===== src/rtl/vga_pattern_gen.sv =====
// vga_pattern_gen: animated VGA test-pattern source placed between the VGA
// timing block and its colour inputs. It takes the current pixel coordinates
// and produces a registered colour one clock later.
// Mode and scroll offset are latched only on the frame-start pixel (0,0).
// Optional feature macro: VGA_PATTERN_NOISE_EN adds the LFSR noise pattern
// (mode 4). Without it, mode 4 renders black.
module vga_pattern_gen #(
  parameter int H_ACTIVE    = 640,
  parameter int V_ACTIVE    = 480,
  parameter int NUM_BARS    = 8,
  parameter int COLOR_W     = 10,
  parameter int CHECK_LOG2  = 5,
  parameter int SCROLL_STEP = 1
) (
  input  logic               iCLK_50M,
  input  logic               iRST_N,
  input  logic               iPix_En,
  input  logic [10:0]        iX,
  input  logic [10:0]        iY,
  input  logic [2:0]         iMode,
  input  logic [7:0]         iLevel,
  input  logic               iScroll_En,
  output logic [COLOR_W-1:0] oRed,
  output logic [COLOR_W-1:0] oGreen,
  output logic [COLOR_W-1:0] oBlue,
  output logic               oFrame_Start,
  output logic [15:0]        oFrame_Cnt
);

  typedef enum logic [2:0] {
    MODE_BARS   = 3'd0,
    MODE_GREY   = 3'd1,
    MODE_CHECK  = 3'd2,
    MODE_RAMP   = 3'd3,
    MODE_NOISE  = 3'd4,
    MODE_BORDER = 3'd5,
    MODE_BLK6   = 3'd6,
    MODE_BLK7   = 3'd7
  } mode_t;

  localparam logic [10:0]        H_A    = 11'(H_ACTIVE);
  localparam logic [10:0]        V_A    = 11'(V_ACTIVE);
  localparam logic [10:0]        STEP   = 11'(SCROLL_STEP);
  localparam logic [10:0]        BAR_W  = 11'(H_ACTIVE / NUM_BARS);
  localparam logic [31:0]        FULL_U = 32'((1 << COLOR_W) - 1);
  localparam logic [31:0]        HM1_U  = 32'(H_ACTIVE - 1);
  localparam logic [COLOR_W-1:0] FULL   = '1;

  mode_t              mode_q;
  mode_t              mode_cur;
  logic [10:0]        offset_q;
  logic [10:0]        offset_inc;
  logic [10:0]        offset_cur;
  logic [10:0]        x_sum;
  logic [10:0]        xe;
  logic [2:0]         bar_idx;
  logic [COLOR_W-1:0] ramp;
  logic               fs;
  logic               active;
  logic               border;
  logic [COLOR_W-1:0] red_d;
  logic [COLOR_W-1:0] green_d;
  logic [COLOR_W-1:0] blue_d;

  assign fs     = iPix_En && (iX == 11'd0) && (iY == 11'd0);
  assign active = (iX < H_A) && (iY < V_A);
  assign border = (iX == 11'd0) || (iX == H_A - 11'd1) ||
                  (iY == 11'd0) || (iY == V_A - 11'd1);

  // Frame-start pixel renders with the freshly loaded mode and offset, so
  // the latched values are bypassed on that cycle.
  always_comb begin
    offset_inc = offset_q + STEP;
    if (offset_inc >= H_A) offset_inc = offset_inc - H_A;
    offset_cur = (fs && iScroll_En) ? offset_inc : offset_q;
    mode_cur   = fs ? mode_t'(iMode) : mode_q;
    x_sum      = iX + offset_cur;
    xe         = (x_sum >= H_A) ? (x_sum - H_A) : x_sum;
    bar_idx    = 3'(xe / BAR_W);
    ramp       = COLOR_W'((32'(xe) * FULL_U) / HM1_U);
  end

`ifdef VGA_PATTERN_NOISE_EN
  localparam logic [15:0] LFSR_SEED = 16'hACE1;
  localparam logic [15:0] LFSR_TAPS = 16'hB400;

  logic [15:0] lfsr_q;
  logic [15:0] lfsr_cur;
  logic [15:0] lfsr_nxt;

  // Static noise restarts from the seed every frame; animated noise keeps running.
  always_comb begin
    lfsr_cur = (fs && !iScroll_En) ? LFSR_SEED : lfsr_q;
    lfsr_nxt = {1'b0, lfsr_cur[15:1]} ^ (lfsr_cur[0] ? LFSR_TAPS : 16'h0000);
  end

  // LFSR advances once per consumed active pixel.
  always_ff @(posedge iCLK_50M) begin
    if (!iRST_N) begin
      lfsr_q <= LFSR_SEED;
    end else if (iPix_En && active) begin
      lfsr_q <= lfsr_nxt;
    end
  end
`endif

  // Pattern selection; everything outside the visible area is black.
  always_comb begin
    red_d   = '0;
    green_d = '0;
    blue_d  = '0;
    if (active) begin
      case (mode_cur)
        MODE_BARS: begin
          red_d   = {COLOR_W{bar_idx[2]}};
          green_d = {COLOR_W{bar_idx[1]}};
          blue_d  = {COLOR_W{bar_idx[0]}};
        end
        MODE_GREY: begin
          red_d[COLOR_W-1 -: 8]   = iLevel;
          green_d[COLOR_W-1 -: 8] = iLevel;
          blue_d[COLOR_W-1 -: 8]  = iLevel;
        end
        MODE_CHECK: begin
          if (xe[CHECK_LOG2] ^ iY[CHECK_LOG2]) begin
            red_d   = FULL;
            green_d = FULL;
            blue_d  = FULL;
          end
        end
        MODE_RAMP: begin
          red_d   = ramp;
          green_d = ramp;
          blue_d  = ramp;
        end
`ifdef VGA_PATTERN_NOISE_EN
        MODE_NOISE: begin
          red_d[COLOR_W-1 -: 8]   = lfsr_cur[7:0];
          green_d[COLOR_W-1 -: 8] = lfsr_cur[15:8];
          blue_d[COLOR_W-1 -: 8]  = lfsr_cur[11:4];
        end
`endif
        MODE_BORDER: begin
          if (border) begin
            red_d   = FULL;
            green_d = FULL;
            blue_d  = FULL;
          end
        end
        default: ;
      endcase
    end
  end

  // Per-frame state: mode and scroll offset latch at frame start.
  always_ff @(posedge iCLK_50M) begin
    if (!iRST_N) begin
      mode_q   <= MODE_BARS;
      offset_q <= 11'd0;
    end else if (fs) begin
      mode_q   <= mode_cur;
      offset_q <= offset_cur;
    end
  end

  // Output registers: colour holds while no pixel is strobed.
  always_ff @(posedge iCLK_50M) begin
    if (!iRST_N) begin
      oRed         <= '0;
      oGreen       <= '0;
      oBlue        <= '0;
      oFrame_Start <= 1'b0;
      oFrame_Cnt   <= 16'd0;
    end else begin
      oFrame_Start <= fs;
      if (fs) oFrame_Cnt <= oFrame_Cnt + 16'd1;
      if (iPix_En) begin
        oRed   <= red_d;
        oGreen <= green_d;
        oBlue  <= blue_d;
      end
    end
  end

endmodule


===== config.mk =====
export PLATFORM = sky130hd
export DESIGN_NAME = vga_pattern_gen
export DESIGN_NICKNAME = d
export VERILOG_FILES = /design/src/rtl/vga_pattern_gen.sv
export SDC_FILE = /design/constraint.sdc
export NUM_CORES = 1
export LEC_CHECK = 0
export CELL_PAD_IN_SITES_DETAIL_PLACEMENT = 1
export CELL_PAD_IN_SITES_GLOBAL_PLACEMENT = 2
export CORE_ASPECT_RATIO = 0.9
export CORE_UTILIZATION = 36
export CTS_CLUSTER_SIZE = 12
export DETAILED_ROUTE_END_ITERATION = 7
export GPL_ROUTABILITY_DRIVEN = 0
export HOLD_SLACK_MARGIN = 0.02
export PLACE_DENSITY_LB_ADDON = 0.2
export SLEW_MARGIN = 10
export SYNTH_ARGS = -nofsm -noshare
export SYNTH_HDL_FRONTEND = slang
export SYNTH_SLANG_ARGS = --single-unit

===== constraint.sdc =====
create_clock -name iCLK_50M -period 26.5 [get_ports iCLK_50M]
set_input_delay 3.975 -clock iCLK_50M [delete_from_list [all_inputs] [get_ports iCLK_50M]]
set_output_delay 3.975 -clock iCLK_50M [all_outputs]
set_load 0.03 [all_outputs]

Word-level counts from Yosys, hierarchy flattened
Index checks and enable logic that the tools add are counted.

Flip-flop bits (word level): 61. Output and inout bits: 47.

$add $sub $neg: 5. Multiply operators: 1. Div/mod/pow operators: 2. Order comparisons: 4. Eq/ne operators: 6. Multiplexer cells: 15. Bitwise logic cells: 1. Reduce and logical (&&, ||, !) cells: 10.

Operators with widths (count): $pmux W8 S5 (3); $mux W10 (5); $mux W11 (3); $div A21 B10 Y32 const B (1); $pmux W2 S4 (3); $ge A11 B10 Y1 const B (2); $logic_not A11 Y1 (2); $sub A11 B10 Y11 const B (2); $mul A11 B10 Y21 const B (1); $add A16 B1 Y16 const B (1); $add A11 B1 Y11 const B (1); $add A11 B11 Y11 (1); $div A11 B7 Y11 const B (1); $eq A11 B10 Y1 const B (1); $eq A11 B9 Y1 const B (1); $lt A11 B10 Y1 const B (1); $lt A11 B9 Y1 const B (1); $eq A3 B2 Y1 const B (2); $logic_and A1 B1 Y1 (4); $eq A3 B1 Y1 const B (1); $eq A3 B3 Y1 const B (1); $logic_not A3 Y1 (1); $logic_or A1 B1 Y1 (3); $mux W3 (1); $xor A1 B1 Y1 (1).

Logic depth before layout (Yosys ltp)
Gate-level depths: netlist of run 1.

Word-level depth: 12. Gate-level depth with buffers: 83. Gate-level depth less buffers: 75.

Worst setup path before layout of run 1
No wires, ideal clock.

Kind: input to register. Start point: input iX[1]. End point: register oGreen[0]. Arrival time: 21.960 ns. Data required time: 26.368 ns. Setup slack: 4.408 ns. Stages on the path: 75. Cells stage by stage: or4_1 > nor3_1 > and3_1 > and2_1 > clkbuf_1 > mux2i_1 > inv_1 > ha_1 > a21o_1 > a21oi_1 > o21bai_1 > a21oi_1 > o21bai_1 > a21oi_1 > xor2_1 > ha_1 > o21ai_0 > a21boi_0 > [... 39 more ...] > or4b_1 > a21o_1 > or3_4 > a21oi_4 > a22oi_2 > a31oi_1 > xnor2_1 > ha_1 > inv_1 > nor4b_4 > nand2_1 > o31a_1 > o221ai_4 > mux2i_1 > o311a_1 > o211ai_2 > a31o_1 > a21oi_1.

Word-level cells in the longest chain between the ends: 12. Elaborated cells on any way between the ends: 28.

RTL lines: from (decl) (RTL line 18) `input logic [10:0] iX,`; $logic_not A11 Y1 (*) (RTL line 65) `assign fs = iPix_En && (iX == 11'd0) && (iY == 11'd0);`; $logic_and A1 B1 Y1 (*) (2 in a row) (RTL line 65); $logic_and A1 B1 Y1 (*) (RTL line 75) `offset_cur = (fs && iScroll_En) ? offset_inc : offset_q;`; $mux W11 (*) (RTL line 75); named net offset_cur[1] (RTL line 53) `logic [10:0] offset_cur;`; $add A11 B11 Y11 (*) (RTL line 77) `x_sum = iX + offset_cur;`; $sub A11 B10 Y11 / $ge A11 B10 Y1 (equally long branches) (RTL line 78) `xe = (x_sum >= H_A) ? (x_sum - H_A) : x_sum;`; $mux W11 (*) (RTL line 78); $mul A11 B10 Y21 / $xor A1 B1 Y1 (equally long branches) (RTL line 80, 125); $div A21 B10 Y32 / $mux W10 (equally long branches) (RTL line 80, 125); $pmux W2 S4 (*) (RTL line 113) `case (mode_cur)`; $mux W10 (*) (RTL line 112) `if (active) begin`; to (signal assigned) (RTL line 179) `oGreen <= green_d;`; to (decl) (RTL line 24) `output logic [COLOR_W-1:0] oGreen,`.

Mark *: on every way through the listed nets, which the timed path passes. The rest lies on a longest branch. A chain may end at the register's enable or synchronous reset.

Final worst setup path of run 1
Same ends and word-level chain as after synthesis.

==> results by group, run 1 <==
Floorplanning
  • Row count: 60
  • Die width: approximately 190 um
  • Die area: ~32,000 um2
  • Die height: between 150 and 200 um
  • I/O pin total: 84
  • CORE AREA: between 30,000 and 40,000 um2
  • Initial Util: between 30 and 40%

STA
  • Max Clk Rate: 40.15 MHz
  • Slew headroom: between 20 and 25%
  • Setup total negative slack: 0 ns
  • Final Max Slew Viols: 0
  • Clk_skew: between 0.005 and 0.006 ns
  • Final setup viols: 0
  • Least-Margin Pin Slew: 1.152 ns
  • Period utilisation layout: a little over nine tenths
  • Final Hold Fails: 0
  • RSZ-0062 raised after global routing: false
  • Final Critical Period: between 20 and 25 ns

Logic synthesis
  • Post-synth top area share: between 10 and 15%
  • Synthesized area: approximately 11,000 um2
  • Syn Area/Cell: roughly 7.7 um2
  • Area leader, netlist: dfxtp_1
  • Post-synth net total: around 1,600
  • Cell with the most instances after synthesis: nor2_1
  • Sequential cell area fraction in the yosys report: a little over a tenth
  • Synth cell count leaders: nor2_1 (123), nand2_1 (118), inv_1 (116)
  • Syn Inst Count: roughly 1,500
  • Async set-or-reset flop fraction in the synthesized netlist: 0%
  • Unique masters post-synth: about 130
  • Top cells by area, synth: dfxtp_1 (11%), ha_1 (9.0%), fa_1 (8.8%)
  • Synth warn: 0
  • Post-synth EDFFs: 0
  • #FFs+latches synth: just over 60
  • Synth Flop Type: dfxtp_1

Finish
  • Share of cells above drive strength 1: a little under a tenth
  • Diode count: 0
  • Final instance area: 12,680 um2
  • Nets: 1,682
  • P&R area growth vs syn: 13.81%
  • Area occupied by multi-input gates: just over 9000 um2
  • Reg area: roughly 1200 um2
  • Filler cells: 3,740
  • Core Util, Final: a little over two fifths

Global routing
  • Total track usage: roughly 23%
  • Met1 usage: between 30 and 40%
  • Gr busiest metal: met2
  • Grt ovf: 0
  • Vias in the first global route: ~11,000
  • First-pass GRT wire length: approximately 60 mm
  • Pin count of the biggest net entering global routing: between 50 and 60
  • Antenna violations before repair: 0
  • Met3 Track Usage GR: roughly 2.3%
  • Met2 usage: ~36%

Clocking
  • CTS tree: yes
  • Clock buffer depth: 2
  • CTS sink cnt: 61
  • Htree depth: 3
  • Reg clk slew, reported paths: approximately 0.060 ns
  • Worst-Skew Late Latency: approximately 0.33 ns
  • Root Driver: clkbuf_16
  • Num CTS Buffers: 9

Placement
  • HPWL after DPL: slightly below 30 mm
  • Post-DP Area: 12,330 um2
  • IO buf count: 83

Critical path
  • RR Startpoint: offset_q[0]
  • Kind of start point of the critical path: input port
  • Crit path max fanout: 14
  • Worst path top cell family by delay: compound AO/OA/AOI/OAI gates
  • Reg2reg end: oGreen[0]
  • Crit path arrival time: roughly 25 ns
  • Worst R2R Setup Slack: slightly above 6 ns
  • Slowest CP cell: or4_4
  • Buf/Inv on CP: 9
  • Worst path most repeated cell: inv_1
  • Reg2reg path depth: between 70 and 80
  • Crit path kind: input port to flop
  • CP Data Required Time: between 20 and 30 ns
  • Worst Setup End Kind: flop
  • Crit path largest cell delay: between 0.6 and 0.7 ns

Run
  • Max cap viols: 0

Outcome
  • Status: complete, no violations

Routing
  • Vias per cell: 5.801
  • Drt total wl: 35.84 mm
  • Antenna-violating nets left: 0
  • Vias: about 11,000
  • DRC viols: 0
  • First-pass DRT Iterations: 5
  • Initial detailed-routing violation count: a little under 600
  • Wirelength per Cell: 18.63 um

Worst hold path
  • Hold Path Depth: 2
  • WHS Endpoint: oBlue[3]
  • Worst min-delay path class: flop to flop
  • Hold_sp: oBlue[3]
[routing by layer]
metal	wire length, um	up-vias	share of wire (%)
met5	0	-	0
met4	228	0	0.64
met3	1001	16	2.8
met2	15900	169	44
met1	18700	5497	52
li1	-	5479	-
[flip-flops by register name, summed over array words and instances (netlist names)]
name          flops
oFrame_Cnt       16
oFrame_Start      1
oGreen           10
offset_q         11
oRed             10
mode_q            3
oBlue            10
[cells by family (layout without fill, tap and decap cells)]
family / after synthesis / after routing / synth area share [%]
mux: 21 / 21 / 1.965
flops: 61 / 61 / 10.96
buf+inv: 164 / 235 / 6.211
fa+ha+maj: 132 / 132 / 18.06
xor+xnor: 97 / 97 / 7.895
simple gates: 521 / 521 / 24.89
compound gates: 454 / 454 / 30.02
[through the flow]
step | setup slack (ns) | cells | hold WS [ns]
2_1_floorplan | 4.408 | 1450 | 0.4884
3_3_place_gp | 1.167 | 1902 | 0.4446
3_5_place_dp | 0.7987 | 1902 | 0.4467
4_1_cts | 1.047 | 1918 | 0.4579
5_1_grt | 0.04636 | 1924 | 0.4837
6_report | 1.591 | 1924 | 0.4552
[what timing repair did]
action | CTS | global route
hold buffers | 0 | 0
buffers inserted | 0 | 6
endpoints found under the setup margin | 0 | 6
gates resized for setup | 0 | 7
[final cells by class]
class / count / area share, %
clock buffers: 9 / 1.776
well taps: 403 / 3.977
inverters: 117 / 3.464
clock inverters: 7 / 0.4046
repair buffers: 102 / 7.677
multi-input cells: 1225 / 73.07
flip-flops and latches: 61 / 9.631
[cell usage in the layout, fill, tap and decap left out, types with 7 or more instances in the layout]
cell type	count
nand4_1	23
nor4_1	9
a21o_1	23
inv_1	116
o22ai_1	11
or2_2	13
o211ai_1	12
nand2b_1	8
a211oi_1	12
and4_1	9
or3_1	18
xor2_1	33
mux2i_1	17
o21bai_1	10
nand3_1	47
clkdlybuf4s50_1	83
nor2b_1	9
clkbuf_16	9
nand2_1	118
o31a_1	7
buf_4	19
xnor2_1	60
a311oi_1	10
ha_1	80
dfxtp_1	61
and2_1	28
a21oi_1	109
and3_1	21
o21ai_0	75
nor3_1	40
nor2_1	123
a211oi_2	8
a221o_1	7
fa_1	49
a31oi_1	21
[worst max path at each step]
stage	from	to	depth (start not counted)
5_1_grt	iX[1]	oGreen[0]	71
4_1_cts	iX[1]	oGreen[0]	72
3_3_place_gp	iX[1]	oRed[0]	72
6_report	iX[1]	oGreen[0]	73
2_1_floorplan	iX[1]	oGreen[0]	75
3_5_place_dp	iX[1]	oRed[0]	72
[worst register-to-register path, delay by kind of cell (launching register included)]
family                   cells  cell delay (ns)
adder cells (fa/ha/maj)     10             4.08
XOR/XNOR                     8             1.81
AO/OA/AOI/OAI               29             7.69
multiplexers                 2             0.35
buffers and inverters        7             0.82
AND/OR/NAND/NOR             17             4.99
flip-flops                   1             0.47
Power of run 1 is left out: the tool's default activity adds up to more than one toggle a clock period on the data nets, which glitch-free logic cannot reach.
==> inputs of run 2 (changes only) <==
--- a/config.mk
+++ b/config.mk
@@ -8,7 +8,7 @@
 export CELL_PAD_IN_SITES_DETAIL_PLACEMENT = 1
 export CELL_PAD_IN_SITES_GLOBAL_PLACEMENT = 2
 export CORE_ASPECT_RATIO = 0.9
-export CORE_UTILIZATION = 36
+export CORE_UTILIZATION = 33
 export CTS_CLUSTER_SIZE = 12
 export DETAILED_ROUTE_END_ITERATION = 7
 export GPL_ROUTABILITY_DRIVEN = 0
==> constraint.sdc (replaced) <==
create_clock -name iCLK_50M -period 22.7 [get_ports iCLK_50M]
set_input_delay 3.405 -clock iCLK_50M [delete_from_list [all_inputs] [get_ports iCLK_50M]]
set_output_delay 3.405 -clock iCLK_50M [all_outputs]
set_load 0.03 [all_outputs]
==> run 2 against run 1 <==
  * Final area grew 7.5%
  * Highest routed layer unchanged
  * Utilization decreased by 0.84 points
  * Worst hold slack gained 0.0032 ns
  * Register-to-register slack lost 2.1 ns
  * Routed wire length is 5.4% higher
  * Clock-buffer cell count rose by 2
==> results by group, run 2 (synthesis results as in run 1) <==
Routing
  • Drt total wl: roughly 38 mm
  • Antenna-violating nets left: 0
  • DRC viols: 0
  • Vias: between 10,000 and 15,000
  • Vias per cell: around 5.7
  • Initial detailed-routing violation count: roughly 660
  • Wirelength per Cell: approximately 19 um
  • First-pass DRT Iterations: 5

STA
  • Final Max Slew Viols: 0
  • Setup slack after layout: 0.8784 ns
  • Least-Margin Pin Slew: 0.9648 ns
  • Period utilisation layout: between 90% and 100%
  • Slew headroom: ~36%
  • Final Hold Fails: 0
  • Max Clk Rate: between 40 and 50 MHz
  • Final Critical Period: about 22 ns
  • Clk_skew: 0.01209 ns
  • Final setup viols: 0

Floorplanning
  • Die height: 176.3 um
  • Die area: around 34,000 um2
  • Row count: 63
  • Die width: around 200 um
  • Initial Util: 33.65%
  • CORE AREA: approximately 33,000 um2
  • I/O pin total: between 80 and 90

Critical path
  • Crit path largest cell delay: between 0.5 and 0.6 ns
  • Crit path kind: input port to flop
  • CP Data Required Time: 22.90 ns
  • Crit path max fanout: 11
  • Slowest CP cell: or4_4
  • Worst path most repeated cell: buf_4
  • Worst Setup End Kind: flop
  • Kind of start point of the critical path: input port
  • Crit path arrival time: between 20 and 25 ns

Global routing
  • Grt ovf: 0
  • First-pass GRT wire length: between 60 and 70 mm
  • Antenna violations before repair: 0
  • Total track usage: 21.64%
  • Pin count of the biggest net entering global routing: 51
  • Vias in the first global route: 11,260

Placement
  • IO buf count: slightly above 80
  • Placed Cells: roughly 2,000
  • HPWL after DPL: 30.28 mm
  • Pre-CTS worst setup slack: -0.6777 ns

Clocking
  • Worst-Skew Late Latency: about 0.34 ns
  • Reg clk slew, reported paths: ~0.050 ns
  • Root Driver: clkbuf_16
  • Cts hold-fix bufs: 0
  • Num CTS Buffers: 9
  • CTS tree: yes
  • Htree depth: 3
  • CTS sink cnt: 61
  • Clock buffer depth: 2

Finish
  • Filler cells: roughly 4,100
  • Final Non-Filler Cells: 2,020
  • Core Util, Final: around two fifths
  • P&R area growth vs syn: 22.36%
  • Largest Register: oFrame_Cnt
  • Diode count: 0
  • Area occupied by multi-input gates: between 9000 and 10,000 um2
  • Share of cells above drive strength 1: between 10% and 20%
  • Nets: ~1,800
  • Most common cell after layout, fill and taps aside: nor2_1
  • Most frequent cells in the layout: nor2_1 (119), nand2_1 (117), inv_1 (116)
  • Reg area: approximately 1200 um2
  • Max reg flops: 16
  • Regs by FF count: oFrame_Cnt x16, offset_q x11

Outcome
  • Status: complete, no violations

Run
  • Max cap viols: 0

Worst hold path
  • Worst min-delay path class: flop to flop
run 2: worst max-delay path: cells and delay by family:
kind | cells | cell delay (ns)
AOI/OAI and AO/OA | 28 | 5.72
xor gates and xnor gates | 5 | 1.08
adders and majority gates | 9 | 3.38
buffers and inverters | 13 | 2.25
muxes | 1 | 0.12
and+or+nand+nor | 22 | 6.04
run 2: final timing paths:
| path | from | to | slack [ns] | cells past startpoint |
|---|---|---|---|---|
| worst max-delay path | iX[1] | oRed[0] | 0.88 | 78 |
| worst min-delay path | oBlue[3] | oBlue[3] | 0.46 | 2 |
| worst max register to register | offset_q[1] | oRed[0] | 4.04 | 77 |
| worst min register to register | oBlue[3] | oBlue[3] | 0.46 | 2 |
run 2: timing repair:
action / CTS / global route
resized for setup: 6 / 75
cloned: 0 / 1
pin swaps: 2 / 24
buffers inserted: 3 / 29
endpoints found under the setup margin: 4 / 9
run 2: area by class of cell:
class                      instances  share of cell area (%)
clock inverter                     4                  0.3580
tap                              422                   3.873
timing repair buffer             180                   11.49
multi-input combinational       1225                   70.39
clock buffer                      11                   1.707
inverter                         117                   3.222
sequential                        61                   8.958
run 2: metal layers:
layer	GRT usage, %	part of all wire (%)	up-vias	wire length (um)
met5	0	0	-	0
met2	33.04	44	164	16650
li1	-	-	5642	-
met1	32.71	52	5721	19670
met3	2.502	2.6	36	990
met4	3.581	1.3	0	476
run 2: metrics by stage:
stage	setup TNS (ns)	area (um2)	hold WS (ns)
floorplan	0	11140	0.4884
global placement	-0.07628	12730	0.4445
detailed placement	-2.818	12730	0.4529
CTS	0	13060	0.4614
global route	-0.1384	13630	0.4769
finish	0	13630	0.4584
Power of run 2 is left out for the same reason.
